==> config.mk <==
export PLATFORM = sky130hd
export DESIGN_NAME = demux_fourtoone
export DESIGN_NICKNAME = d
export VERILOG_FILES = /design/src/rtl/demux_fourtoone.sv
export SDC_FILE = /design/constraint.sdc
export NUM_CORES = 1
export LEC_CHECK = 0
export ABC_AREA = 1
export CAP_MARGIN = 15
export CORE_AREA = 2 2 39 41
export CTS_CLUSTER_SIZE = 12
export DETAILED_ROUTE_END_ITERATION = 10
export DIE_AREA = 0 0 41 43
export PLACE_DENSITY = 0.69
export SLEW_MARGIN = 0
export SYNTH_ARGS = -nofsm -noshare
export SYNTH_HDL_FRONTEND = slang
export SYNTH_SLANG_ARGS = --single-unit
==> constraint.sdc <==
create_clock -name clk -period 0.8 [get_ports clk]
set_input_delay 0.24 -clock clk [delete_from_list [all_inputs] [get_ports clk]]
set_output_delay 0.24 -clock clk [all_outputs]
set_load 0.05 [all_outputs]
==> src/rtl/demux_fourtoone.sv <==
// rtl/demux_fourtoone.sv - 1-to-4 lane demultiplexer with registered copies and sticky lane-hit flags
module demux_fourtoone #(
  parameter int DATA_W = 1
) (
  input  logic                  clk,
  input  logic                  rst,
  input  logic [DATA_W-1:0]     D00,
  input  logic [1:0]            s,
  output logic [4*DATA_W-1:0]   y,
  output logic [4*DATA_W-1:0]   y_q,
  output logic [1:0]            sel_q,
  output logic [3:0]            lane_hit
);

  logic [4*DATA_W-1:0] y_hold_q;
  logic [1:0]          sel_hold_q;
  logic [3:0]          hit_q;
  logic [3:0]          hit_d;

  // Route D00 onto the selected lane; unknown selects drive nothing.
  always_comb begin
    y = '0;
    case (s)
      2'b00:   y[0*DATA_W +: DATA_W] = D00;
      2'b01:   y[1*DATA_W +: DATA_W] = D00;
      2'b10:   y[2*DATA_W +: DATA_W] = D00;
      2'b11:   y[3*DATA_W +: DATA_W] = D00;
      default: y = '0;
    endcase
  end

  // Sticky flags: only the selected lane can set, and only with non-zero data.
  always_comb begin
    hit_d = hit_q;
    if (D00 != '0) begin
      hit_d[s] = 1'b1;
    end
  end

  // Registered copies and flags; reset wins over capture on the same edge.
  always_ff @(posedge clk) begin
    if (rst) begin
      y_hold_q   <= '0;
      sel_hold_q <= 2'b00;
      hit_q      <= 4'b0000;
    end else begin
      y_hold_q   <= y;
      sel_hold_q <= s;
      hit_q      <= hit_d;
    end
  end

  assign y_q      = y_hold_q;
  assign sel_q    = sel_hold_q;
  assign lane_hit = hit_q;

endmodule

* Yosys cells after proc, flatten, opt, wreduce, memory -nomap -nowiden
Cells that the tools add are included.
** Word-level totals
- Bits in registers :: 10
- Output and inout bits :: 14
- Logic and storage cells :: 17
** Operators by class
- Order comparisons :: 2
- Eq/ne operators :: 3
- Reductions and logical operators :: 2
- Bitwise operators :: 1
- Muxes and demuxes :: 6
** Operators with widths (count)
- 1-bit two-way mux :: 5
- 2-bit equality test, second input constant :: 2
- 4-bit bitwise OR :: 1
- 2-bit by 3-bit < comparator with 1-bit output, second input constant :: 1
- 1-bit demux with 2-bit select :: 1
- 2-bit by 1-bit equality test with 1-bit output, second input constant :: 1
- 2-bit by 1-bit >= comparator with 1-bit output, second input constant :: 1
- 2-bit logical NOT :: 1
- 1-bit logical AND :: 1

* Logic depth before layout (Yosys ltp)
- Depth in word-level cells :: 5
- Mapped depth :: 4
- Depth with buffers taken out :: 4

* Worst setup path before layout
Ideal clock, no wire load.
- Path kind :: input to output
- Start point :: input s[1]
- End point :: output y[0]
- Path buffers :: 0
- Stages :: 3
- Slack :: -0.467 ns
- Arrival time :: 1.027 ns
- Required time :: 0.560 ns
- Path through :: inv_1 -> nand2_1 -> nor2_1
** On the way
- Word-level cells in the longest chain between the ends :: 2
** RTL lines
- start, declared :: RTL line 8 : input logic [1:0] s,
- 2-bit logical NOT :: RTL line 23 : case (s)
- 1-bit two-way mux :: RTL line 23
- end, declared :: RTL line 9 : output logic [4*DATA_W-1:0] y,
Every way passes these cells.

* Worst setup path after layout
Ends and elaborated chain as after synthesis.

==> flow_metrics.env <==
export IMPL_vdd_drop_max_mv=0.753
export IMPL_grt_pass1_vias=294
export IMPL_yosys_area_top_type_share_pct=64.0
export IMPL_critical_path_peak_fanout=3
export IMPL_ys_top_cells_by_count="dfxtp_1 (10), nand2_1 (8), nor2_1 (7)"
export IMPL_path_delay_family="buffers and inverters"
export IMPL_nets=74
export IMPL_hold_path_class="input port to register"
export IMPL_core_sq_um=1380
export IMPL_finalPower_uw=1380
export IMPL_synth_top_cells_by_area="dfxtp_1 (64%), nand2_1 (9.6%), nor2_1 (8.4%)"
export IMPL_cts_made_buffers=3
export IMPL_syn_inst=37
export IMPL_syn2layout_area_growth_pct=179
export IMPL_synth_fp_nets=42
export IMPL_max_cap_violations=0
export IMPL_num_vias=339
export IMPL_hpwlAfterDp_um=595
export IMPL_clock_sinks=10
export IMPL_ys_async_sr_fraction_pct=0
export IMPL_drive_above_1_share_pct=73.5
export IMPL_critPathArrivalTime_ns=0.82
export IMPL_p_leak_uw=0.000401
export IMPL_clk_latency_ns=0.26
export IMPL_slew_viol_final=0
export IMPL_grt_ovfl_total=0
export IMPL_rsz0062_at_grt="yes"
export IMPL_finalClockSkew_ns=0
export IMPL_setup_violations=14
export IMPL_start_util_pct=22.6
export IMPL_dp_cells=79
export IMPL_hold_buffers=0
export IMPL_crit_slowest_cell="buf_12"
export IMPL_path_class="input port to output port"
export IMPL_cts_tree="done"
export IMPL_clockBufferDepth=2
export IMPL_via_per_inst=4.04
export IMPL_powerDensity_nw_per_um2=1580
export IMPL_mappedNetlistArea_sq_um=313
export IMPL_avgRoutedWirePerCell_um=9.13
export IMPL_slew_headroom_pct=91.5
export IMPL_worst_path_buf_inv=4
export IMPL_io_pins=19
export IMPL_cp_required_ns=0.56
export IMPL_rows=14
export IMPL_grt_use_met2_pct=15.6
export IMPL_cp_slowest_stage_delay_ns=0.14
export IMPL_drtIter0Drc=3
export IMPL_cts_htree_levels=1
export IMPL_period_share_pct=133
export IMPL_drt_total_wl_um=767
export IMPL_fin_crit_ns=1.06
export IMPL_detail_route_antenna_nets=0
export IMPL_layout_setup_ws_ns=-0.262
export IMPL_routabilityCongestion=0.681
export IMPL_dieArea_sq_um=1760
export IMPL_cp_end_kind="output port"
export IMPL_max_freq_mhz=941
export IMPL_violations="negative setup slack"
export IMPL_synth_seq_area_share_pct=64.0
export IMPL_yosysUniqueCellTypes=9
export IMPL_fin_cells=84
export IMPL_ctsRootBufferMaster="clkbuf_4"
export IMPL_hold_violations=0
export IMPL_drc=0
export IMPL_syn_avg_cell_area_sq_um=8.45
export IMPL_die_h_um=43
export IMPL_final_core_util_pct=63.0
export IMPL_use_met1_pct=10.4
export IMPL_use_met3_pct=6.81
export IMPL_groute_usage_overall_pct=11.4
export IMPL_grt_first_pass_wirelength_um=1240
export IMPL_worstMarginPinSlew_ns=0.127
export IMPL_outcome="finished with violations"
export IMPL_cts_clk_slew_worst_paths_ns=0.06
export IMPL_grt_start_max_net_pins=8
export IMPL_yosysTopAreaCell="dfxtp_1"
export IMPL_fill_cells=110
export IMPL_diodes=0
export IMPL_synth_edf_count=0
export IMPL_ys_flop_type="dfxtp_1"
export IMPL_portBuffers=18
export IMPL_cp_common_cell="buf_8"
export IMPL_cp_start_kind="input port"
export IMPL_cp_cell_sequence="buf_8 > buf_8 > inv_16 > nand2_8 > nor2_4 > buf_12"
export IMPL_drtPass1Iterations=4
export IMPL_antenna_found_initial=0
export IMPL_synth_warnings=0
export IMPL_synth_seq_cells=10
export IMPL_die_w_um=41
export IMPL_busiest_layer="met2"
export IMPL_yosysMostFrequentCell="dfxtp_1"
-- timing repair --
action / 4_1_cts / 5_1_grt
gates cloned: 0 / 0
resized for setup: 20 / 5
buffers inserted: 1 / 1
setup endpoints to repair: 24 / 22
pin swaps: 5 / 1
-- cells in the final DEF (no fill, tap or decap), drive strengths merged --
cell and count:
clkbuf 4, buf 26, nand2 10, dfxtp 10, dlymetal6s2s 1, inv 6
o21ai 2, nand3 1, nor2 8
-- power breakdown --
part / total [uW] / internal (uW) / switching [uW]
Combinational: 394 / 196 / 198
Clock: 438 / 276 / 162
Sequential: 546 / 525 / 20.5
Total: 1380 / 997 / 380
-- sequential cells by signal (all words and copies together), names as in the netlist --
register and cells:
lane_hit 4, y_q 4, sel_q 2
-- routing by layer --
layer,routed length [um],vias up,part of all wire [%]
met4,21,0,2.7
met3,73,4,9.5
met1,269,144,35
li1,-,173,-
met2,403,18,53
met5,0,-,0
-- kinds of logic (layout without fill, tap and decap cells) --
kind of cell    after synthesis  after routing  share of synthesized area, %
compound gates                2              2                          3.20
buf+inv                       6             37                          7.20
flops                        10             10                          64.0
simple gates                 19             19                          25.6
-- through the flow --
| step | cell area, sq um | setup TNS (ns) | setup slack, ns | hold slack, ns |
|---|---|---|---|---|
| 2_1_floorplan | 399 | -0.120 | -0.0542 | 0.304 |
| 3_3_place_gp | 800 | -6.66 | -0.644 | 0.458 |
| 3_5_place_dp | 800 | -6.88 | -0.682 | 0.463 |
| 4_1_cts | 863 | -2.85 | -0.267 | 0.354 |
| 5_1_grt | 872 | -3.02 | -0.292 | 0.213 |
| 6_report | 872 | -2.56 | -0.262 | 0.212 |
-- layout make-up --
class / count / area [sq um] / area share (%)
repair buffers: 27 / 417 / 47.8
flip-flops and latches: 10 / 213 / 24.4
multi-input cells: 21 / 148 / 16.9
inverters: 6 / 38.8 / 4.45
clock buffers: 4 / 36.3 / 4.16
well taps: 16 / 20.0 / 2.30
-- final timing paths --
path	from	endpoint	cells past startpoint	slack (ns)
max	s[1]	y[0]	6	-0.26
min	rst	sel_q[1]$_SDFF_PP0_	2	0.21
max reg2reg	lane_hit[1]$_SDFFE_PP0P_	lane_hit[1]$_SDFFE_PP0P_	2	0.25
min reg2reg	lane_hit[0]$_SDFFE_PP0P_	lane_hit[0]$_SDFFE_PP0P_	2	0.47
No activity file was read; power rests on OpenSTA's default activity.
